`config.mk`:
```
export PLATFORM = sky130hd
export DESIGN_NAME = error_decimator
export DESIGN_NICKNAME = d
export VERILOG_FILES = /design/src/rtl/error_decimator.sv
export SDC_FILE = /design/constraint.sdc
export NUM_CORES = 1
export LEC_CHECK = 0
export CAP_MARGIN = 20
export CORE_AREA = 4 4 165 199
export DETAILED_ROUTE_END_ITERATION = 8
export DIE_AREA = 0 0 169 203
export MAX_ROUTING_LAYER = met4
export PLACE_DENSITY = 0.52
export SLEW_MARGIN = 20
export SYNTH_ARGS = -nofsm -noshare
export SYNTH_HDL_FRONTEND = slang
export SYNTH_SLANG_ARGS = --single-unit
```
`constraint.sdc`:
```
create_clock -name clk -period 6.3 [get_ports clk]
set_input_delay 1.575 -clock clk [delete_from_list [all_inputs] [get_ports clk]]
set_output_delay 1.575 -clock clk [all_outputs]
set_load 0.02 [all_outputs]
```
`src/rtl/error_decimator.sv`:
```
// Boxcar decimator for the LMS error stream: averages 2^dec_sel samples,
// applies a fixed gain shift and saturates to an OW-bit output strobe.
module error_decimator #(
    parameter int W2         = 32,
    parameter int OW         = 16,
    parameter int MAXLOG2    = 10,
    parameter int GAIN_SHIFT = 0
) (
    input  logic                 clk,
    input  logic                 reset,
    input  logic signed [W2-1:0] e_in,
    input  logic                 en,
    input  logic [3:0]           dec_sel,
    input  logic                 clear,
    output logic signed [OW-1:0] dout,
    output logic                 dout_valid,
    output logic                 sat_flag,
    output logic [15:0]          sat_count
);

    localparam int AW = W2 + MAXLOG2;
    localparam int EW = $clog2(MAXLOG2 + 1);

    logic signed [AW-1:0] acc;
    logic signed [AW-1:0] sum;
    logic signed [AW-1:0] q;
    logic [MAXLOG2-1:0]   cnt;
    logic [MAXLOG2-1:0]   cnt_last;
    logic [EW-1:0]        dec_act;
    logic [EW-1:0]        dec_clamp;
    logic [AW-OW:0]       q_hi;
    logic                 frame_end;
    logic                 q_fits;
    logic                 sat_hit;
    logic signed [OW-1:0] q_sat;

    always_comb begin
        dec_clamp = (int'(dec_sel) > MAXLOG2) ? EW'(MAXLOG2) : EW'(dec_sel);
        cnt_last  = MAXLOG2'((1 << dec_act) - 1);
        sum       = acc + {{MAXLOG2{e_in[W2-1]}}, e_in};
        frame_end = en && (cnt == cnt_last);
        q         = sum >>> (int'(dec_act) + GAIN_SHIFT);
        // q fits in OW bits when everything above the sign bit is a sign copy
        q_hi      = q[AW-1:OW-1];
        q_fits    = (&q_hi) || !(|q_hi);
        sat_hit   = frame_end && !q_fits;
        if (q_fits)
            q_sat = q[OW-1:0];
        else if (q[AW-1])
            q_sat = {1'b1, {(OW-1){1'b0}}};
        else
            q_sat = {1'b0, {(OW-1){1'b1}}};
    end

    always_ff @(posedge clk) begin
        if (reset) begin
            acc        <= '0;
            cnt        <= '0;
            dec_act    <= dec_clamp;
            dout       <= '0;
            dout_valid <= 1'b0;
            sat_flag   <= 1'b0;
        end else begin
            dout_valid <= 1'b0;
            if (frame_end) begin
                acc        <= '0;
                cnt        <= '0;
                dec_act    <= dec_clamp;
                dout       <= q_sat;
                dout_valid <= 1'b1;
                sat_flag   <= !q_fits;
            end else if (en) begin
                acc <= sum;
                cnt <= cnt + MAXLOG2'(1);
            end
        end
    end

    always_ff @(posedge clk) begin
        if (reset)
            sat_count <= '0;
        else if (clear)
            sat_count <= {15'd0, sat_hit};
        else if (sat_hit && sat_count != 16'hFFFF)
            sat_count <= sat_count + 16'd1;
    end

endmodule

```
# Yosys cells after proc, flatten, opt, wreduce, memory -nomap -nowiden
# Index checks and enable logic that the tools add are counted.
dict set report word_totals {
  register_bits 90
  inputBits 40
  output_inout_bits 34
  wordCells 37
}
dict set report classes {
  n_addsub 4
  n_lt_le_gt_ge 1
  eq_ne 2
  shift 2
  n_mux 8
  reduce_logical 12
}
# op count
set op_table {}
lappend op_table {{42-bit adder} 1}
lappend op_table {{42-bit by 4-bit >>> shifter with 42-bit output} 1}
lappend op_table {{16-bit 2-to-1 mux} 2}
lappend op_table {{27-bit AND reduction} 1}
lappend op_table {{27-bit OR reduction} 1}
lappend op_table {{16-bit by 1-bit adder with 16-bit output, second input constant} 1}
lappend op_table {{16-bit != test, second input constant} 1}
lappend op_table {{4-bit 2-to-1 mux} 3}
lappend op_table {{10-bit by 1-bit adder with 10-bit output, second input constant} 1}
lappend op_table {{10-bit equality test} 1}
lappend op_table {{1-bit by 4-bit left shift with 10-bit output, first input constant} 1}
lappend op_table {{10-bit by 2-bit subtractor with 10-bit output, second input constant} 1}
lappend op_table {{4-bit > comparator, second input constant} 1}
lappend op_table {{2-bit nonzero test} 2}
lappend op_table {{2-bit OR reduction} 2}
lappend op_table {{1-bit logical AND} 3}
lappend op_table {{1-bit 2-to-1 mux} 3}
lappend op_table {{1-bit zero test} 2}
lappend op_table {{1-bit logical OR} 1}

# Depth between registers and ports, before layout
# Gate-level depths: netlist of the first run.
dict set report logic_depth {
  depth_word 10
  depth_mapped 19
  mapped_depth_nobuf 17
}

# Least setup slack after synthesis of the first run
# No wires, ideal clock.
dict set report synth_path {
  kind {input to register}
  startpoint {input port e_in[0]}
  endpoint {register sat_count[15]}
  setup_ps 116
  arrival_time_ps 5536
  required_time_ps 6184
  slack_ps 648
  stages 18
  n_path_buf 1
  cell_sequence {ha_1 > inv_1 > fa_1 > nand2b_1 > a21oi_1 > o21ai_1 > a311o_1 > and3_1 > nor2_1 > o22ai_1 > or2_2 > mux4_2 > o21ai_0 > nor2_1 > a211oi_1 > clkbuf_1 > a31oi_1 > a41o_1}
}
dict set report synth_via {
  elab_chain_cells 8
  word_cells_on_any_way 9
  classes_between {1 x add/sub; 1 x shift; 7 x reduce/logical}
}
# element line
set synth_rtl {}
lappend synth_rtl {{start, declared} 11} ;# input logic signed [W2-1:0] e_in,
lappend synth_rtl {{42-bit adder *} 40} ;# sum = acc + {{MAXLOG2{e_in[W2-1]}}, e_in};
lappend synth_rtl {{42-bit by 4-bit >>> shifter with 42-bit output *} 42} ;# q = sum >>> (int'(dec_act) + GAIN_SHIFT);
lappend synth_rtl {{27-bit OR reduction} 45} ;# q_fits = (&q_hi) || !(|q_hi);
lappend synth_rtl {{1-bit zero test} 45}
lappend synth_rtl {{1-bit logical OR *} 45}
lappend synth_rtl {{1-bit zero test *} 46} ;# sat_hit = frame_end && !q_fits;
lappend synth_rtl {{1-bit logical AND *} 46}
lappend synth_rtl {{1-bit logical AND *} 84} ;# else if (sat_hit && sat_count != 16'hFFFF)
lappend synth_rtl {{end signal, assigned} 83} ;# sat_count <= {15'd0, sat_hit};
lappend synth_rtl {{end signal, assigned} 85} ;# sat_count <= sat_count + 16'd1;
lappend synth_rtl {{end, declared} 18} ;# output logic [15:0] sat_count
# Every way passes the cells marked *; elsewhere a longest branch is shown, timed or not.
# A chain may end at the register's enable or synchronous reset.

# Worst setup path after layout of the first run
dict set report layout_path {
  startpoint {input port e_in[8]}
  endpoint {register sat_count[13]}
}
# The elaborated chain is that of the path after synthesis.

==> summary by stage, run 1 <==
Clock tree
The number of clock buffers added by TritonCTS is 9. After clock tree synthesis, the clock-pin slew on the worst setup and hold paths is 0.07 ns. The clock net in this run drives a total of 90 sinks. The maximum buffer depth of the clock tree is 2. For this design, the CTS-stage hold fixing added 0 buffers.

The CTS root buffer is sky130_fd_sc_hd__clkbuf_16. The later pin in the worst-skew pair is clocked with a latency of 0.38 ns. The clock tree synthesis step divided the H-tree into 3 levels. The TritonCTS clock tree is yes.

Global routing
Entering global routing, the biggest net connects 51 pins. The global routing usage summed across all routing layers is 25.3%. The first global-routing pass estimated 67,000 um of wire.

The number of antenna violations at the first check in global routing is 0. The global-route congestion overflow total is 0. The via count of the first global-routing pass is 11,600.

Setup path
The worst setup path is captured at a flop. Along the worst path, the maximum fanout reaches 10. The setup path with the least slack is of type input port to flop. The number of cells on the worst reg-to-reg path is 19. STA puts the critical path data arrival time at 6.44 ns. Data on the critical path is required at its endpoint by 6.60 ns. The startpoint type of the worst setup path is an input port.

Power
For this design the static power due to leakage is 0.00581 uW. Power comes to 3360 uW. The peak supply drop is 0.122 mV.

The total power per unit cell area is 246 nW/um^2.

Final layout
The antenna cell count is 0. The number of fillers in the final layout is 3,209. The area growth from synthesis to layout is 35.2%. The sequential cells in the finished layout cover a total of 1840 sq um. The library cells used most frequently in the layout, excluding fill and tap cells, are 307 x sky130_fd_sc_hd__buf_4, 159 x sky130_fd_sc_hd__nor2_1, 135 x sky130_fd_sc_hd__nand2_1, 118 x sky130_fd_sc_hd__a21oi_1, 86 x sky130_fd_sc_hd__dfxtp_1. The multi-input combinational cells in the finished layout cover a total of 7840 sq um. After routing the design area is 13,600 sq um.

The final non-filler cell total is 2,106. The most common library cell in the layout ignoring fill and taps is sky130_fd_sc_hd__buf_4. The share of final-layout standard cells stronger than drive strength 1 is 22.3%. The number of nets in the finished design is 1,786.

Logic synthesis
In the synthesized netlist the dominant register cell turns out to be sky130_fd_sc_hd__dfxtp_1. The proportion of netlist area held by the largest area contributor is 17.1%. The post-synthesis cell type with the largest combined area is sky130_fd_sc_hd__dfxtp_1. The flop and latch count out of synthesis is 90. In the post-synthesis netlist, the biggest area contributors are sky130_fd_sc_hd__dfxtp_1 17%, sky130_fd_sc_hd__a21oi_1 6.0%, sky130_fd_sc_hd__nor2_1 6.0%. Yosys mapped the design onto 91 distinct sky130hd cell types.

The summed instance area of the synthesized netlist is 10,100 sq um. The number of warnings issued by yosys is 0. In this run, synthesis inferred 4 flip-flops with an integrated enable. When the netlist entered floorplanning its net count stood at 1,487. The part of the Yosys area used for sequential elements is 18.3%. For this run, asynchronously set or reset flops after synthesis account for 0%. The synthesized netlist cell count is 1,402. A synthesized cell averages 7.19 sq um.

Hold path
The class of the tightest hold or removal check is flop to flop. The worst hold path was traced through 2 stages.

Routing
In the final routing, the length of wire on met1 measures 19,500 um. The met2 wire length is 20,200 um. The routed wire length on met3 is 1630 um. After detailed routing, the average wire length per cell comes to 20.5 um.

The uppermost layer routed is met4. The via-per-instance ratio is 5.80. The initial DRC count is 1,006. In the routed design, unresolved DRC markers number 0.

The detail route stage leaves a number of antenna-violating nets equal to 0. The number of vias after detailed routing is 12,200. The first detailed-routing pass took 7 iterations. The wire length reported by the detailed router is 43,200 um.

Place
Detailed placement ended at an HPWL of 35,000 um. In this run, placement finished with an instance count of 2,086. Buffers placed on the I/O ports in this run total 73. Summing all placed instances gives a cell area of 13,200 sq um. At the end of routability-driven placement, the weighted congestion stood at 0.991.

Floorplanning
The die covers 34,300 sq um. The number of cell rows is 71. The width of the chip is 169 um. The vertical extent of the die is 203 um. The floorplan step defined a core boundary enclosing 31,000 sq um.

During I/O placement, the number of pins put on the boundary was 74. The initial core utilization is 32.5%.

Run
The number of violations of the max-capacitance limit is 0.

STA
The final critical path takes up 97.5% of the cycle. The pin slew with the least headroom to its limit is 0.975 ns. Setup repair after global routing could not meet its margin everywhere.

The max-slew violation count is 0. The final hold violation count is 0. Setup violations remaining at the end of the flow were counted as 0. Clock skew on the completed layout was measured at 0.0180 ns. The post-layout minimum cycle time is 6.14 ns. Based on the critical path, the design can be clocked at up to 0.163 GHz. The setup TNS after final layout is 0 ns.

Headroom to the max-slew limit came out at 34.8%.

Status
The flow ran to the end, and the final reports show no timing, DRC or antenna violations.
## metal layers
layer	vias up	track usage, %
met4	0	10.8
li1	5958	-
met3	86	2.20
met5	-	-
met1	5819	32.7
met2	359	40.6
## cell families after synthesis
kind of cell    synth area share [%]
mux                             8.03
compound gates                  31.5
flops                           18.3
xor+xnor                        3.65
buf+inv                         4.94
simple gates                    28.0
fa+ha+maj                       5.66
## state kept, by name, summed over array words and instances, names as in the netlist
register,flops
sat_flag,1
dec_act,4
dout_valid,1
dout,16
sat_count,16
acc,42
cnt,10
## worst paths after layout
kind,startpoint,end,slack [ns]
max,e_in[8],sat_count[13],0.16
min,acc[27],acc[27],0.48
max reg2reg,acc[8],sat_count[13],1.46
min reg2reg,acc[27],acc[27],0.48
## power breakdown
group | switching (uW) | total, uW | internal [uW]
logic | 1220 | 2190 | 967
clock network | 254 | 519 | 265
registers | 32.6 | 651 | 619
## what timing repair did
action / CTS / global route
buffers inserted: 0 / 5
endpoints found under the setup margin: 0 / 32
gates resized for setup: 0 / 19
endpoints found under the hold margin: 0 / 0
## cell usage after synthesis, types with 30 or more instances
master                     number
sky130_fd_sc_hd__nor2_1       160
sky130_fd_sc_hd__nand2_1      135
sky130_fd_sc_hd__a21oi_1      120
sky130_fd_sc_hd__dfxtp_1       86
sky130_fd_sc_hd__clkbuf_1      73
sky130_fd_sc_hd__o21ai_0       71
sky130_fd_sc_hd__mux2i_1       55
sky130_fd_sc_hd__nor3_1        54
sky130_fd_sc_hd__ha_1          44
sky130_fd_sc_hd__nand3_1       43
sky130_fd_sc_hd__nand4_1       39
sky130_fd_sc_hd__and2_1        34
sky130_fd_sc_hd__a211oi_1      30
## area by class of cell
cell class                      count  share of cell area (%)
Sequential cell                    90                    13.5
Tap cell                          401                    3.68
Clock buffer                       12                    1.73
Timing Repair Buffer              383                    22.7
Inverter                           28                   0.771
Clock inverter                      3                   0.128
Multi-Input combinational cell   1189                    57.5
## through the flow
stage               hold WS (ns)  utilization (%)  setup WS [ns]
floorplan                  0.449                -          0.648
global placement           0.465             42.7         -0.374
detailed placement         0.476             42.7         -0.359
CTS                        0.487             43.5        0.00492
global route               0.507             44.0        -0.0145
finish                     0.482             44.0          0.159
## worst max-delay path, cell delays in order
cell	delay [ns]
sky130_fd_sc_hd__clkdlybuf4s50_1	0.41
sky130_fd_sc_hd__ha_1	0.40
sky130_fd_sc_hd__buf_4	0.15
sky130_fd_sc_hd__a21oi_1	0.08
sky130_fd_sc_hd__buf_4	0.15
sky130_fd_sc_hd__o21ai_1	0.32
sky130_fd_sc_hd__nand2_1	0.21
sky130_fd_sc_hd__a211o_1	0.32
sky130_fd_sc_hd__o311a_1	0.17
sky130_fd_sc_hd__buf_4	0.19
sky130_fd_sc_hd__a22o_1	0.24
sky130_fd_sc_hd__a221o_1	0.31
sky130_fd_sc_hd__o221ai_1	0.40
sky130_fd_sc_hd__o221ai_1	0.24
sky130_fd_sc_hd__nand4_1	0.14
sky130_fd_sc_hd__nor4_2	0.06
sky130_fd_sc_hd__buf_4	0.14
sky130_fd_sc_hd__a211o_2	0.41
sky130_fd_sc_hd__or3_1	0.37
sky130_fd_sc_hd__a21oi_1	0.14
Power figures use the tool's default switching activity.
==> run 2, diff against run 1 <==
Settings changed: SLEW_MARGIN 20 to default.
==> run 2 against run 1 <==
  * Flip-flop and latch count stayed put
  * Worst hold slack hardly changed
  * Via count is 0.40% lower
  * First-iteration DRC count is 1.9% lower
  * Register-to-register slack better by 0.02 ns
  * Final area hardly changed
  * Sequential share of layout area hardly changed
  * Clock skew hardly changed
  * Power hardly changed
  * Core utilization hardly changed
  * Sequential power hardly changed
  * Global-route usage stayed put
  * Critical endpoint unchanged
==> summary by stage, run 2 (synthesized netlist as in run 1, its figures left out) <==
Place
Once placement finished, the instance area stood at 13,200 sq um. The number of cells after detailed placement is 2,086. The routability-driven placement congestion ratio is 0.991. The count of port buffers added during placement is 73. The detailed placer's ending HPWL is 35,000 um.

Power
The proportion of power drawn by combinational gates is 65.1%. Of the total power, the share spent switching nets is 44.8%. The part of the power in the clock network is 15.4%.

The net switching power of the design is 1500 uW. The internal portion of the total power is 1850 uW. The analysis attributes to cell leakage a power of 0.00581 uW. Across the VDD grid, the largest voltage drop is 0.122 mV. For this design the ratio of total power to cell area is 246 nW/um^2. The portion of total power attributed to sequential cells is 19.4%.

Setup path
Data on the critical path is required at its endpoint by 6.59 ns. The worst setup path is captured at a flop. The slack of the worst reg-to-reg path is 1.48 ns. In this design, the largest share of critical-path delay is due to compound AO/OA/AOI/OAI gates. The critical register-to-register path startpoint is acc[8]. The number of cell instances on the worst register-to-register path is 19. The worst register-to-register path ends at sat_count[13].

The critical path in this run is classified as input port to flop. In this design, the critical path's most frequently occurring cell is sky130_fd_sc_hd__buf_4. The signal on the critical path passes through clkdlybuf4s50_1 -> ha_1 -> buf_4 -> a21oi_1 -> buf_4 -> o21ai_1 -> nand2_1 -> a211o_1 -> o311a_1 -> buf_4 -> a22o_1 -> a221o_1 -> o221ai_1 -> o221ai_1 -> nand4_1 -> nor4_2 -> buf_4 -> a211o_2 -> or3_1 -> a21oi_1. The startpoint type of the worst setup path is an input port. Of all nets on the critical path, the largest fanout is 10. At the worst endpoint, the arrival time is 6.41 ns. Among all stages on the critical path, the largest delay is contributed by sky130_fd_sc_hd__clkdlybuf4s50_1. The largest single stage delay on the critical path is 0.41 ns. Together, buffers and inverters on the worst path number 5.

STA
The maximum clock frequency is 0.164 GHz. The final hold violation count is 0. Across all hold checks on the routed design, the worst slack comes to 0.482 ns.

The worst path needs 6.11 ns of the cycle, external delays included. The normalized max-slew margin is 34.3%. The final-report setup violation count is 0. Setup repair after global routing could not meet its margin everywhere.

The max-slew violation count is 0. The post-route fraction of the period consumed by the critical path is 97.0%. The post-route clock skew is 0.0179 ns. The pin slew with the least headroom to its limit is 0.983 ns.

Final layout
For this run, the share of the core covered by cells in the final layout is 44.0%. The register with the most flip-flops in the final layout is acc. Relative to the synthesized area, the layout overhead comes to 35.3%. In the layout the commonest cells are 308 x sky130_fd_sc_hd__buf_4, 160 x sky130_fd_sc_hd__nor2_1, 135 x sky130_fd_sc_hd__nand2_1, 118 x sky130_fd_sc_hd__a21oi_1, 86 x sky130_fd_sc_hd__dfxtp_1. The number of nets in the finished design is 1,787. The share of final-layout standard cells stronger than drive strength 1 is 22.3%. Summing all non-filler instances in the final layout gives an area of 13,600 sq um. The repair_antennas step left the layout with diodes totalling 0. Once layout is complete, the cells apart from fillers number 2,107.

In the final layout, the registers with the most flip-flops are acc x42, dout x16, sat_count x16. The register with the most flip-flops in the layout has 42 of them. The most common library cell in the layout ignoring fill and taps is sky130_fd_sc_hd__buf_4.

Floorplanning
The core region is 31,000 sq um. In this run the horizontal extent of the chip is 169 um. The die outline area is 34,300 sq um. During I/O placement, the number of pins put on the boundary was 74. The initial utilization of the core area, before any placement, comes to 32.5%.

The die is 203 um tall. The number of cell rows is 71.

Routing
The via-per-instance ratio is 5.78. The residual DRC count is 0. The routed layout has 12,200 vias. The wire length reported by the detailed router is 43,200 um. The average wire per cell in the routed design is 20.5 um. The initial DRC count is 987. The number of optimization iterations in the first detailed-route pass is 5. In this run the remaining antenna-violating nets after routing total 0.

Clock tree
TritonCTS built the clock tree. The tree is rooted in a sky130_fd_sc_hd__clkbuf_16. The number of clock buffers added by TritonCTS is 9. The clock passes through at most 2 buffers. The clock latency at the later pin of the worst-skew pair is 0.38 ns. In this run the number of H-tree levels came out at 3.

The number of hold buffers added after CTS was 0. The clock net in this run drives a total of 90 sinks. After clock tree synthesis, the clock-pin slew on the worst setup and hold paths is 0.07 ns.

Global routing
The first global-routing pass estimated 67,000 um of wire. Entering global routing, the biggest net connects 51 pins. The via count of the first global-routing pass came to 11,600.

Global routing used 25.3% of the available tracks. The number of antenna violations at the first check in global routing is 0. Summed over all layers, the global routing overflow is 0.

Hold path
The class of the tightest hold or removal check is flop to flop. The cell depth of the worst hold path is 2. The worst min-delay path endpoint is acc[27]. In this run the most critical hold path is launched from acc[27].

Status
The run finished with clean final reports.

Run
The number of violations of the max-capacitance limit is 0.
-- run 2: changes by cell type in the layout (fill, tap and decap cells not counted), sizes merged --
cell  change
buf       +1
-- run 2: metal layers --
layer	global-route usage, %	up-vias	routed length, um
met4	10.8	0	2060
met5	-	-	0
met3	2.20	101	1630
met1	32.7	5750	19500
met2	40.6	362	20000
li1	-	5960	-
-- run 2: final cells by class --
cell class	count	area, sq um
clock buffers	12	236
inverters	28	105
clock inverters	3	17.5
repair buffers	384	3100
fillers	3207	17400
well taps	401	502
multi-input cells	1189	7840
flip-flops and latches	90	1840
-- run 2: power groups by stage --
stage          combinational [uW]  clock (uW)  sequential (uW)
3_3_place_gp                 2120           0              663
4_1_cts                      2140         533              651
6_report                     2190         518              651
2_1_floorplan                1150           0              651
5_1_grt                      2360         556              657
3_5_place_dp                 2130           0              664
-- run 2: per-stage QoR --
stage	worst slack, ns	TNS (ns)	power, uW
final	0.187	0	3360
after global routing	-0.0145	-0.0263	3580
after CTS	0.00492	0	3320
after detailed placement	-0.359	-10.03	2790
after global placement	-0.374	-10.79	2790
after floorplan	0.648	0	1800
-- run 2: repair_timing --
item / CTS / global route
endpoints found under the setup margin: 0 / 32
buffers inserted: 0 / 5
resized for setup: 0 / 19
-- run 2: worst max path at each step --
| stage | startpoint | end | slack [ns] | cells after the start |
|---|---|---|---|---|
| final | e_in[8] | sat_count[13] | 0.19 | 20 |
| after global routing | e_in[31] | sat_count[14] | -0.01 | 22 |
| after CTS | e_in[0] | dout[6] | 0.005 | 21 |
| after detailed placement | e_in[0] | dout[6] | -0.36 | 21 |
| after global placement | e_in[1] | sat_count[13] | -0.37 | 18 |
| after floorplan | e_in[0] | sat_count[15] | 0.65 | 18 |
-- run 2: worst reg2reg max path: cells and delay by family (launching register included) --
family	cells	cell delay, ns
flops	1	0.32
buf+inv	4	0.65
compound gates	10	2.62
fa+ha+maj	1	0.39
simple gates	4	0.77
==> run 3, diff against run 2 <==
Settings changed: CORE_AREA 4 4 165 199 to 2 2 163 197, DIE_AREA 0 0 169 203 to 0 0 165 199.
==> run 3 against run 2 <==
  * Non-clock buffer count fell by 15
  * Critical path depth shrank 1
  * Global-route usage increased by 1.1 points
  * Clock skew down 0.0021 ns
  * Sequential power about the same
  * Sequential share of layout area is essentially flat
  * Core utilization fell by 0.15 points
  * Critical path type unchanged
  * Critical endpoint is now dout[9]
  * Largest cell class unchanged
  * Highest routed layer unchanged
==> summary by stage, run 3 (synthesized netlist as in run 1, its figures left out) <==
Final layout
The most common library cell in the layout ignoring fill and taps is sky130_fd_sc_hd__buf_4. The filler cells instantiated in the layout total 3,279. The library cells used most frequently in the layout, excluding fill and tap cells, are 293 x sky130_fd_sc_hd__buf_4, 160 x sky130_fd_sc_hd__nor2_1, 135 x sky130_fd_sc_hd__nand2_1, 118 x sky130_fd_sc_hd__a21oi_1, 86 x sky130_fd_sc_hd__dfxtp_1. The area taken by flip-flops and latches is 1840 sq um. At the end of the flow, the number of nets in the layout was 1,772. The share of final-layout standard cells stronger than drive strength 1 is 21.9%.

Leaving out filler cells and counting taps, the final layout contains 2,093. Summing all multi-input logic gate instances after layout gives 7870 sq um. The register ranked first by flip-flop count is acc.

The antenna cell count is 0. The flip-flop count of the largest register after layout is 42. The largest registers in the layout are acc x42, dout x16, sat_count x16.

The area overhead of the layout relative to synthesis is 34.8%.

Routing
After the first detailed-routing iteration, the DRC count stood at 998. The number of optimization iterations in the first detailed-route pass is 7. The count of nets left with antenna violations once routing finished came out at 0. The average wire per cell in the routed design is 20.1 um. The residual DRC count is 0. The via-per-instance ratio is 5.77. The wire length reported by the detailed router is 42,000 um. The routed layout has 12,100 vias.

Floorplanning
The total area inside the core boundary comes to 31,000 sq um. During I/O placement, the number of pins put on the boundary was 74. The width of the chip is 165 um. The die outline area is 32,800 sq um. The vertical extent of the die is 199 um.

Row generation in the floorplan step produced 71 rows. The initial core utilization is 32.5%.

Clock tree
For this design, the CTS-stage hold fixing added 0 buffers. The CTS root buffer is sky130_fd_sc_hd__clkbuf_16. Clock-pin slew was measured on the worst setup and hold paths at 0.07 ns.

TritonCTS built the clock tree. The H-tree generated during clock tree synthesis spans 3 levels. The clock latency at the later pin of the worst-skew pair is 0.37 ns. In this run the deepest clock path goes through 2 buffers. The tree built by TritonCTS fans out to 90 sinks. The number of clock buffers inserted by TritonCTS is 9.

Power
The static leakage power is 0.00579 uW. The peak supply drop is 0.125 mV. Dividing total power by cell area gives a power density of 248 nW/um^2.

Hold path
The worst hold path passes through 2 cells. The worst hold path terminates at acc[27]. The worst hold path begins at acc[27]. The class of the tightest hold or removal check is flop to flop.

Setup path
The slack of the worst reg-to-reg path is 1.54 ns. The critical path arrival is 6.34 ns. The biggest fanout along the worst timing path is 15. The startpoint type of the worst setup path is an input port. The worst setup path is captured at a flop.

The number of cell instances on the worst register-to-register path is 18. The critical register-to-register path startpoint is acc[11]. The critical path in this run is classified as input port to flop.

Data on the critical path is required at its endpoint by 6.56 ns. The endpoint identified for the worst register-to-register timing path is dout[9].

STA
The maximum clock frequency is 0.164 GHz. The post-layout minimum cycle time is 6.09 ns. Dividing the final minimum period by the clock period gives 96.6%.

The final hold violation count is 0. Setup violations remaining at the end of the flow were counted as 0. For the pin with the worst max-slew slack, the measured transition is 0.918 ns. Setup repair after global routing left no endpoint under its margin.

Once routing completed, OpenROAD measured the worst setup slack at 0.212 ns. The max-slew violation count is 0. Clock skew on the completed layout was measured at 0.0159 ns.

The normalized max-slew margin is 38.6%.

Global routing
Entering global routing, the biggest net connects 51 pins. The global-route congestion overflow total is 0. The global routing usage summed across all routing layers is 26.3%. The first global-routing pass estimated 65,000 um of wire.

The number of antenna violations at the first check in global routing was 0. The via count of the first global-routing pass was 11,600.

Place
The count of port buffers added during placement is 73. Summed over all nets, the half-perimeter wirelength after detailed placement is 33,700 um. Before CTS, the worst setup slack after placement is -0.518 ns. The congestion estimate from routability-driven global placement came to 0.972. The number of cells after detailed placement is 2,073.

Status
The flow ran to the end, and the final reports show no timing, DRC or antenna violations.

Run
Across the run, the number of max-cap violations was 0.
[run 3: worst max-delay path by stage]
| stage | from | end | slack, ns | depth (start not counted) |
|---|---|---|---|---|
| 3_3_place_gp | e_in[0] | sat_count[0] | -0.52 | 20 |
| 2_1_floorplan | e_in[0] | sat_count[15] | 0.65 | 18 |
| 4_1_cts | e_in[0] | sat_count[13] | 0.05 | 20 |
| 6_report | e_in[11] | dout[9] | 0.21 | 19 |
| 5_1_grt | e_in[28] | sat_count[7] | 0.004 | 20 |
| 3_5_place_dp | e_in[0] | dout[9] | -0.52 | 20 |
[run 3: repair_timing]
item	CTS	global route
resized for setup	3	28
endpoints found under the hold margin	0	0
setup buffers	0	3
pin swaps	0	9
setup endpoints to repair	32	32
[run 3: stage by stage]
stage | cell area, sq um | TNS [ns] | power [uW] | hold WS [ns] | utilization (%)
final | 13600 | 0 | 3370 | 0.475 | 43.8
after global routing | 13600 | 0 | 3580 | 0.503 | 43.8
after CTS | 13400 | 0 | 3320 | 0.479 | 43.4
after detailed placement | 13200 | -15.34 | 2760 | 0.468 | 42.4
after global placement | 13200 | -15.58 | 2750 | 0.459 | 42.4
after floorplan | 10100 | 0 | 1800 | 0.449 | -
[run 3: routing by layer]
layer  up-vias  routed length, um  GRT usage [%]
met1      5713              18300           32.4
li1       5934                  -              -
met3        79               2050           3.63
met5         -                  0              -
met4         0               1680           10.4
met2       360              20000           43.4
[run 3: layout make-up]
| type | instances | share of cell area (%) |
|---|---|---|
| clock buffer | 13 | 1.91 |
| sequential | 90 | 13.5 |
| inverter | 28 | 0.773 |
| clock inverter | 3 | 0.166 |
| timing repair buffer | 369 | 22.0 |
| tap | 401 | 3.69 |
| multi-input combinational | 1189 | 57.9 |
[run 3: critical path, cell delays in order]
cell and delay (ns):
sky130_fd_sc_hd__clkdlybuf4s50_1 0.41, sky130_fd_sc_hd__ha_1 0.32, sky130_fd_sc_hd__buf_4 0.16, sky130_fd_sc_hd__a21oi_1 0.23
sky130_fd_sc_hd__a21boi_1 0.32, sky130_fd_sc_hd__o211a_1 0.36, sky130_fd_sc_hd__a21oi_1 0.17, sky130_fd_sc_hd__or4b_1 0.51
sky130_fd_sc_hd__a41o_1 0.25, sky130_fd_sc_hd__o221ai_1 0.15, sky130_fd_sc_hd__o211ai_1 0.26, sky130_fd_sc_hd__a221oi_1 0.31
sky130_fd_sc_hd__buf_4 0.17, sky130_fd_sc_hd__o2111ai_1 0.13, sky130_fd_sc_hd__nor4_2 0.28, sky130_fd_sc_hd__buf_4 0.17
sky130_fd_sc_hd__a21oi_2 0.08, sky130_fd_sc_hd__and3_4 0.25, sky130_fd_sc_hd__a211o_1 0.24
[run 3: power by group]
| part | leakage, uW | total, uW | internal, uW | switching, uW |
|---|---|---|---|---|
| registers | 0.000740 | 649 | 619 | 30.2 |
| logic | 0.00491 | 2170 | 962 | 1210 |
| clock network | 0.000140 | 547 | 292 | 256 |
| total | 0.00579 | 3370 | 1870 | 1500 |
